===== config.mk =====
export PLATFORM = sky130hd
export DESIGN_NAME = mc_control
export DESIGN_NICKNAME = d
export VERILOG_FILES = /design/src/rtl/mc_control.sv
export SDC_FILE = /design/constraint.sdc
export NUM_CORES = 1
export LEC_CHECK = 0
export BUFFER_PORTS_ARGS = -buffer_cell sky130_fd_sc_hd__buf_4
export CORE_MARGIN = 5
export CORE_UTILIZATION = 30
export CTS_BUF_LIST = sky130_fd_sc_hd__clkbuf_8
export DETAILED_ROUTE_END_ITERATION = 10
export GPL_ROUTABILITY_DRIVEN = 0
export PLACE_DENSITY_LB_ADDON = 0.12
export SYNTH_ARGS = -nofsm -noshare
export SYNTH_HDL_FRONTEND = slang
export SYNTH_SLANG_ARGS = --single-unit

===== constraint.sdc =====
create_clock -name clk -period 2.3 [get_ports clk]
set_input_delay 0.345 -clock clk [delete_from_list [all_inputs] [get_ports clk]]
set_output_delay 0.345 -clock clk [all_outputs]
set_load 0.005 [all_outputs]

===== src/rtl/mc_control.sv =====
// Multicycle MIPS control unit: sequencing FSM and datapath controls.
// Optional addi support is built when MC_ADDI_EN is defined.
module mc_control (
   input  logic       clk,
   input  logic       reset,
   input  logic [5:0] opcode,
   input  logic [5:0] funct,
   input  logic       zero,
   input  logic       mem_ready,
   output logic       pc_write,
   output logic       iord,
   output logic       mem_read,
   output logic       mem_write,
   output logic       ir_write,
   output logic       reg_dst,
   output logic       mem_to_reg,
   output logic       reg_write,
   output logic       alu_src_a,
   output logic [1:0] alu_src_b,
   output logic [2:0] alu_op,
   output logic [1:0] pc_source,
   output logic       illegal,
   output logic       retired,
   output logic [3:0] state
);

   localparam logic [2:0] op_and = 3'b000;
   localparam logic [2:0] op_or  = 3'b001;
   localparam logic [2:0] op_add = 3'b010;
   localparam logic [2:0] op_sub = 3'b110;
   localparam logic [2:0] op_slt = 3'b111;

   typedef enum logic [3:0] {
      st_fetch  = 4'd0,
      st_decode = 4'd1,
      st_memadr = 4'd2,
      st_memrd  = 4'd3,
      st_memwb  = 4'd4,
      st_memwr  = 4'd5,
      st_exec   = 4'd6,
      st_aluwb  = 4'd7,
      st_branch = 4'd8,
      st_jump   = 4'd9
`ifdef MC_ADDI_EN
      ,
      st_addiex = 4'd10,
      st_addiwb = 4'd11
`endif
   } state_t;

   state_t cur;
   state_t nxt;
   logic   is_sw;
   logic   funct_ok;

   assign funct_ok = funct inside {6'b100000, 6'b100010, 6'b100100,
                                   6'b100101, 6'b101010};

   // state register; reset abandons any partial instruction
   always_ff @(posedge clk) begin
      if (reset)
         cur <= st_fetch;
      else
         cur <= nxt;
   end

   // remember lw vs sw so opcode is only looked at during decode
   always_ff @(posedge clk) begin
      if (reset)
         is_sw <= 1'b0;
      else if (cur == st_decode)
         is_sw <= (opcode == 6'b101011);
   end

   // next-state and control outputs; reset forces everything low
   always_comb begin
      nxt        = cur;
      pc_write   = 1'b0;
      iord       = 1'b0;
      mem_read   = 1'b0;
      mem_write  = 1'b0;
      ir_write   = 1'b0;
      reg_dst    = 1'b0;
      mem_to_reg = 1'b0;
      reg_write  = 1'b0;
      alu_src_a  = 1'b0;
      alu_src_b  = 2'b00;
      alu_op     = op_add;
      pc_source  = 2'b00;
      illegal    = 1'b0;
      retired    = 1'b0;
      state      = cur;
      case (cur)
         st_fetch: begin
            mem_read  = 1'b1;
            alu_src_b = 2'b01;
            ir_write  = mem_ready;
            pc_write  = mem_ready;
            if (mem_ready)
               nxt = st_decode;
         end
         st_decode: begin
            alu_src_b = 2'b11;
            case (opcode)
               6'b100011, 6'b101011: nxt = st_memadr;
               6'b000000: begin
                  if (funct_ok) begin
                     nxt = st_exec;
                  end else begin
                     illegal = 1'b1;
                     nxt     = st_fetch;
                  end
               end
               6'b000100: nxt = st_branch;
               6'b000010: nxt = st_jump;
`ifdef MC_ADDI_EN
               6'b001000: nxt = st_addiex;
`endif
               default: begin
                  illegal = 1'b1;
                  nxt     = st_fetch;
               end
            endcase
         end
         st_memadr: begin
            alu_src_a = 1'b1;
            alu_src_b = 2'b10;
            nxt       = is_sw ? st_memwr : st_memrd;
         end
         st_memrd: begin
            mem_read = 1'b1;
            iord     = 1'b1;
            if (mem_ready)
               nxt = st_memwb;
         end
         st_memwb: begin
            reg_write  = 1'b1;
            mem_to_reg = 1'b1;
            retired    = 1'b1;
            nxt        = st_fetch;
         end
         st_memwr: begin
            mem_write = 1'b1;
            iord      = 1'b1;
            retired   = mem_ready;
            if (mem_ready)
               nxt = st_fetch;
         end
         st_exec: begin
            alu_src_a = 1'b1;
            case (funct)
               6'b100010: alu_op = op_sub;
               6'b100100: alu_op = op_and;
               6'b100101: alu_op = op_or;
               6'b101010: alu_op = op_slt;
               default:   alu_op = op_add;
            endcase
            nxt = st_aluwb;
         end
         st_aluwb: begin
            reg_write = 1'b1;
            reg_dst   = 1'b1;
            retired   = 1'b1;
            nxt       = st_fetch;
         end
         st_branch: begin
            alu_src_a = 1'b1;
            alu_op    = op_sub;
            pc_source = 2'b01;
            pc_write  = zero;
            retired   = 1'b1;
            nxt       = st_fetch;
         end
         st_jump: begin
            pc_source = 2'b10;
            pc_write  = 1'b1;
            retired   = 1'b1;
            nxt       = st_fetch;
         end
`ifdef MC_ADDI_EN
         st_addiex: begin
            alu_src_a = 1'b1;
            alu_src_b = 2'b10;
            nxt       = st_addiwb;
         end
         st_addiwb: begin
            reg_write = 1'b1;
            retired   = 1'b1;
            nxt       = st_fetch;
         end
`endif
         default: nxt = st_fetch;
      endcase
      if (reset) begin
         nxt        = st_fetch;
         pc_write   = 1'b0;
         iord       = 1'b0;
         mem_read   = 1'b0;
         mem_write  = 1'b0;
         ir_write   = 1'b0;
         reg_dst    = 1'b0;
         mem_to_reg = 1'b0;
         reg_write  = 1'b0;
         alu_src_a  = 1'b0;
         alu_src_b  = 2'b00;
         alu_op     = 3'b000;
         pc_source  = 2'b00;
         illegal    = 1'b0;
         retired    = 1'b0;
         state      = 4'd0;
      end
   end

endmodule


======== Word level (Yosys, flattened, before mapping) ========
Cells that the tools add are included.
cells by class
  mux-type cells .......................... 39
  reduce and logical (&&, ||, !) cells .... 11
  eq/ne operators ......................... 21
operators by type and width
  kind                                                             count
  6-bit == test, second input constant                             7
  4-bit one-hot mux with 6 select lines                            1
  1-bit 2-to-1 mux                                                 21
  4-bit by 3-bit == test with 1-bit output, second input constant  4
  4-bit 2-to-1 mux                                                 4
  4-bit one-hot mux with 4 select lines                            1
  3-bit one-hot mux with 4 select lines                            1
  3-bit 2-to-1 mux                                                 3
  4-bit by 2-bit == test with 1-bit output, second input constant  2
  4-bit == test, second input constant                             2
  2-bit OR reduction                                               4
  4-bit OR reduction                                               2
  6-bit by 2-bit == test with 1-bit output, second input constant  1
  6-bit by 3-bit == test with 1-bit output, second input constant  1
  6-bit logical NOT                                                1
  2-bit inequality test, second input constant                     3
  2-bit one-hot mux with 3 select lines                            1
  3-bit one-hot mux with 2 select lines                            1
  5-bit nonzero test                                               1
  4-bit by 1-bit == test with 1-bit output, second input constant  1
  4-bit logical NOT                                                1
  2-bit 2-to-1 mux                                                 2
  1-bit one-hot mux with 2 select lines                            2
  2-bit one-hot mux with 2 select lines                            1
  3 further kinds                                                  3
storage, ports and cells
  output and inout bits ................... 22
  register bits after elaboration ......... 5
  bits of input ports ..................... 16
  word-level logic and storage cells ...... 73

======== Depth between registers and ports, before layout ========
Gate-level depths: netlist of run 1.
  depth in word-level cells ............... 6
  gate-level depth with buffers ........... 5
  depth with buffers taken out ............ 4

======== Least setup slack after synthesis of run 1 ========
No wires, ideal clock.
  kind .................................... input port to output port
  from .................................... in opcode[0]
  to ...................................... out illegal
  stages on the path ...................... 4
  path buffers ............................ 0
  setup slack ............................. 0.264 ns
  arrival ................................. 1.691 ns
  cell sequence ........................... or4_4 or4_4 nor2b_1 nor3b_2
on the way
  cells in the longest elaborated chain, start to end .. 5
  elaborated cells on any way between the ends .. 9
  those cells by class .................... 4 x eq/ne; 3 x mux; 2 x reduce/logical
RTL lines
  element                                  line  RTL
  from (decl)                              6     input logic [5:0] opcode,
  6-bit == test (tied with other cells)    104   case (opcode)
  4-bit OR reduction (no source line)      -
  1-bit one-hot mux with 2 select lines *  104
  1-bit 2-to-1 mux *                       93    case (cur)
  1-bit 2-to-1 mux *                       194   if (reset) begin
  to (decl)                                22    output logic illegal,
Mark *: on every way between the ends. The rest lies on a longest branch, timed or not.

======== Final worst setup path of run 1 ========
  from .................................... in funct[4]
  to ...................................... out illegal
on the way
  cells in the longest elaborated chain, start to end .. 6
  elaborated cells on any way between the ends .. 10
  those cells by class .................... 5 x eq/ne; 4 x mux; 1 x reduce/logical
RTL lines
  element                                  line  RTL
  from (decl)                              7     input logic [5:0] funct,
  6-bit == test                            56    assign funct_ok = funct inside {6'b100000, 6'b100010, 6'b100100,
  5-bit nonzero test *                     56
  1-bit 2-to-1 mux *                       107   if (funct_ok) begin
  1-bit one-hot mux with 2 select lines *  104
  1-bit 2-to-1 mux *                       93
  1-bit 2-to-1 mux *                       194
Marked as above.

==> results of run 1 <==
==> metal layers <==
| layer | GRT usage (%) | wire, µm |
|---|---|---|
| met4 | 5.21 | 29 |
| met3 | 5.36 | 164 |
| met2 | 24.3 | 1020 |
| met5 | 0 | 0 |
| met1 | 15.8 | 858 |
==> cell families after synthesis <==
kind of cell,after synthesis,synth area share [%]
mux,2,3.43
buf+inv,9,5.45
flops,5,16.2
xor+xnor,3,4.24
simple gates,54,50.1
compound gates,19,20.6
==> synth_stat cells (3+ instances only) <==
master	count	area, µm²
clkbuf_1	4	15.0
o31ai_1	3	22.5
nor2b_1	8	50.1
nor3_1	8	40.0
nand2b_1	5	31.3
nor2_1	14	52.6
xnor2_1	3	26.3
nand2_1	5	18.8
a21oi_1	4	20.0
dfxtp_1	5	100
==> cell type report <==
| cell class | count | area, µm² | share of cell area (%) |
|---|---|---|---|
| multi-input cells | 78 | 493 | 47.9 |
| repair buffers | 45 | 345 | 33.5 |
| flip-flops and latches | 5 | 100 | 9.72 |
| clock buffers | 3 | 41.3 | 4.01 |
| well taps | 27 | 33.8 | 3.28 |
| inverters | 3 | 11.3 | 1.09 |
| clock inverters | 1 | 5.00 | 0.486 |
==> registers in the layout (all words and copies together) (netlist names) <==
| register | flops |
|---|---|
| is_sw | 1 |
| cur | 4 |
==> worst max-delay path, cell delays in order <==
cell and delay [ps]:
buf_4 110, or4b_1 490, or4_4 530, nor2b_4 140
nor3b_2 150, buf_4 130
==> final timing paths <==
check             cells after the start      end  slack [ps]     start
hold reg to reg                       2    is_sw         500     is_sw
hold / removal                        2    is_sw         390     reset
setup / recovery                      6  illegal          40  funct[4]
setup reg to reg                      5   cur[2]         670    cur[0]
==> through the flow <==
stage	hold slack [ps]	setup TNS (ps)
2_1_floorplan	452	0
3_3_place_gp	481	0
4_1_cts	384	0
6_report	394	0
5_1_grt	414	0
3_5_place_dp	493	-8.59
==> power breakdown <==
| part | total, mW | internal, mW | switching (mW) |
|---|---|---|---|
| Sequential | 0.0983 | 0.0901 | 0.00820 |
| Combinational | 0.117 | 0.0626 | 0.0544 |
| Clock | 0.168 | 0.117 | 0.0509 |
==> timing repair <==
action,4_1_cts,5_1_grt
cloned,0,0
resized for setup,3,1
pin swaps,2,2
hold buffers,0,0
buffers inserted,0,1
setup endpoints to repair,1,1
==> results.md, run 1 <==
* Clk slew on worst S/H paths at 40 ps
* Global-route wire length before repair at 3500 µm
* Placed insts at 157
* Pre-antenna DRT Iters at 4
* Final Setup Violations at 0
* Inserted Clock Buffers at 3
* Hold Crit Class: input port to register
* Finished Cell Area at 0.00103 mm²
* Final min period at 2260 ps
* Post-synth EDFFs at 0
* Kind of critical path: input port to output pin
* Yosys cell types at 35
* Peak Freq at 442 MHz
* Asr flop ratio synth at 0%
* Routed len/inst at 12.8 µm
* Most common cell after layout, fill and taps aside: buf_4
* Clock Path Buffers at 2
* I/O pin count at 38
* Leakage at 0.465 nW
* Ys flop type: dfxtp_1
* Number of global-route vias before repair at 811
* Final Core Density at 52.5%
* Synth Cell Area at 619 µm²
* Area Growth Syn to Fin at 66.3%
* DP Area at 961 µm²
* Max_slew headroom at 67.8%
* Initial antenna violation count at 0
* Worst skew pair latency at 230 ps
* Final Non-Filler Cells at 162
* PnR worst setup slack at 39.3 ps
* Share of layout cells above drive strength 1 at 40.7%
* CTS tree: done
* Final Power at 0.383 mW
* Place WS at -8.59 ps
* Final #Nets at 152
* Routed vias at 813
* Largest net degree at the start of global routing at 15
* WL final at 2070 µm
* Site Rows at 16
* Core area at 0.00196 mm²
* Worst Max-Slew Pin Slew at 476 ps
* Gr usage total at 14.2%
* Worst Clk Skew at 3.44 ps
* Power density cells at 372 mW/mm²
* Critical path fanouts, max at 2
* Worst setup SP type: input port
* Dpl hpwl at 1670 µm
* Most frequent cells in the layout: buf_4 (43), nor2_1 (14), nor3_1 (8), nor2b_1 (7)
* DRT iter0 DRCs at 18
* Syn Inst Count at 92
* Antenna Violating Nets Remaining at 0
* Via density at 5.02
* DRC at 0
* Fin. Hold Viols at 0
* Worst path required time at 1960 ps
* Starting Density at 31.6%
* Crit share post-route at 98.3%
* Port bufs at 37
* Peak supply drop at 0.000271 V
* Synthesis-stage register bit count at 5
* Warnings from Yosys at 0
* Status: completed
* Grt total ovfl at 0
* Antenna Cells at 0
* CTS HTree Levels at 1
* CP Capture Type: output pin
* Full die area at 0.00307 mm²
* Syn Area/Cell at 6.73 µm²
* Fillers at 207
* Post-Syn Nets at 108
* Register area share after synthesis at 16.2%
* Max-cap violations at 0
* Slew Limit Fails at 0
* Critical path data arrival time at 1920 ps
* Sink Count at 5
* RSZ-0062 raised after global routing: no
* Clock root cell: clkbuf_8
* Chip Height at 55.4 µm
* Die W at 55.4 µm
(Power assumes the default switching activity.)
==> run 2: changes to the inputs <==
clock period = 2.59 ns   (was 2.3 ns; I/O delays follow)
==> results.md, run 2 (same netlist as run 1, synthesis figures left out) <==
* WL final at 1950 µm (was 2070 µm)
* DRT iter0 DRCs at 18 (unchanged)
* RSZ-0062 raised after global routing: no (unchanged)
* Gr usage total at 12.6% (was 14.2%)
* Core area at 0.00196 mm² (unchanged)
* Grt total ovfl at 0 (unchanged)
* Sequential Area at 100 µm² (unchanged)
* Via density at 5.10 (was 5.02)
* Routed len/inst at 12.5 µm (was 12.8 µm)
* Final #Nets at 146 (was 152)
* Clock Path Buffers at 2 (unchanged)
* Starting Density at 31.6% (unchanged)
* Pre-antenna DRT Iters at 4 (unchanged)
* Share of layout cells above drive strength 1 at 36.4% (was 40.7%)
* CP Capture Type: output pin (unchanged)
* Area Growth Syn to Fin at 56.4% (was 66.3%)
* Met1 usage at 15.7% (was 15.8%)
* Site Rows at 16 (unchanged)
* Met2 Track Usage GR at 20.4% (was 24.3%)
* Hold Crit Class: input port to register (unchanged)
* Worst path required time at 2200 ps (was 1960 ps)
* Kind of critical path: input port to output pin (unchanged)
* CTS tree: done (unchanged)
* Critical path data arrival time at 2020 ps (was 1920 ps)
* DRC at 0 (unchanged)
* Post-CTS Setup Inserts at 0 (unchanged)
* Port bufs at 37 (unchanged)
* Antenna Violating Nets Remaining at 0 (unchanged)
* Inserted Clock Buffers at 3 (unchanged)
* Clk slew on worst S/H paths at 40 ps (about the same)
* Worst skew pair latency at 220 ps (was 230 ps)
* Resize count post-CTS at 0 (was 3)
* Area of the multi-input gates at 485 µm² (was 493 µm²)
* Max_slew headroom at 60.7% (was 67.8%)
* Number of global-route vias before repair at 786 (was 811)
* Peak Freq at 416 MHz
* Most frequent cells in the layout: buf_4 (39), nor2_1 (14), nor2b_1 (8), nor3_1 (8) (was buf_4 (43), nor2_1 (14), nor3_1 (8), nor2b_1 (7))
* Largest net degree at the start of global routing at 20 (was 15)
* Initial antenna violation count at 0 (unchanged)
* Global-route wire length before repair at 3280 µm (was 3500 µm)
* Max FFs per register at 4 (unchanged)
* CTS HTree Levels at 1 (unchanged)
* Antenna Cells at 0 (unchanged)
* Top reg by flops: cur (unchanged)
* Peak supply drop at 0.000249 V (was 0.000271 V)
* Met3 usage at 4.90% (was 5.36%)
* Crit share post-route at 92.8%
* Hold Slack at 445 ps (was 394 ps)
* Full die area at 0.00307 mm² (unchanged)
* Worst setup SP type: input port (unchanged)
* Chip Height at 55.4 µm (unchanged)
* Setup total negative slack at 0 ps (unchanged)
* Most common cell after layout, fill and taps aside: buf_4 (unchanged)
* Sink Count at 5 (unchanged)
* Final Setup Violations at 0 (unchanged)
* Power density cells at 329 mW/mm² (was 372 mW/mm²)
* Top flop regs: cur (4), is_sw (1) (unchanged)
* Leakage at 0.425 nW (was 0.465 nW)
* Routed vias at 796 (was 813)
* Worst Max-Slew Pin Slew at 589 ps (was 476 ps)
* Dpl hpwl at 1580 µm (was 1670 µm)
* Gr busiest metal: met2 (unchanged)
* Final min period at 2400 ps
* Clock root cell: clkbuf_8 (unchanged)
* Max-cap violations at 0 (unchanged)
* Slew Limit Fails at 0 (unchanged)
* Status: completed (unchanged)
* Critical path fanouts, max at 4 (was 2)
* Hold_buf cts at 0 (unchanged)
* Fillers at 230 (was 207)
* I/O pin count at 38 (unchanged)
* Worst Clk Skew at 1.79 ps (was 3.44 ps)
* Die W at 55.4 µm (unchanged)
* Fin. Hold Viols at 0 (unchanged)
-- run 2: changes by cell type in the layout (fill, tap and decap cells not counted), sizes merged --
cell | before | now
clkinv | 1 | 0
buf | 45 | 39
inv | 3 | 4
-- run 2: final timing paths --
kind | end | from | slack [ps] | cells past startpoint
worst min register to register | is_sw | is_sw | 500 | 2
worst max-delay path | illegal | opcode[0] | 190 | 6
worst min-delay path | is_sw | reset | 450 | 2
worst max register to register | cur[1] | cur[0] | 1000 | 4
-- run 2: area by class of cell --
class | instances | share of cell area (%)
Clock inverter | 1 | 0.388
Inverter | 3 | 1.16
Tap cell | 27 | 3.49
Timing Repair Buffer | 39 | 30.2
Clock buffer | 3 | 4.26
Sequential cell | 5 | 10.3
Multi-Input combinational cell | 78 | 50.1
-- run 2: layer usage --
metal / part of all wire, % / up-vias
met3: 6.8 / 0
met5: 0 / -
met2: 46 / 27
met1: 47 / 359
li1: - / 410
met4: 0 / 0
-- run 2: worst max-delay path: stages --
cell	delay, ps
buf_4	110
or4_4	550
or4_4	530
nor2b_1	160
nor3b_2	150
buf_4	130
-- run 2: stage by stage --
stage | instance area, µm² | worst slack, ps | util [%] | cells | power [mW]
3_3_place_gp | 923 | 200 | 47.1 | 152 | 0.185
5_1_grt | 968 | 136 | 49.4 | 156 | 0.340
4_1_cts | 968 | 183 | 49.4 | 156 | 0.323
2_1_floorplan | 619 | 467 | - | 92 | 0.138
6_report | 968 | 185 | 49.4 | 156 | 0.318
3_5_place_dp | 923 | 185 | 47.1 | 152 | 0.185
-- run 2: power breakdown --
part	total (mW)	switching [mW]	leakage [nW]	internal (mW)
sequential	0.0915	0.0114	0.0406	0.0801
clock	0.136	0.0344	0.0269	0.101
combinational	0.0913	0.0414	0.358	0.0499
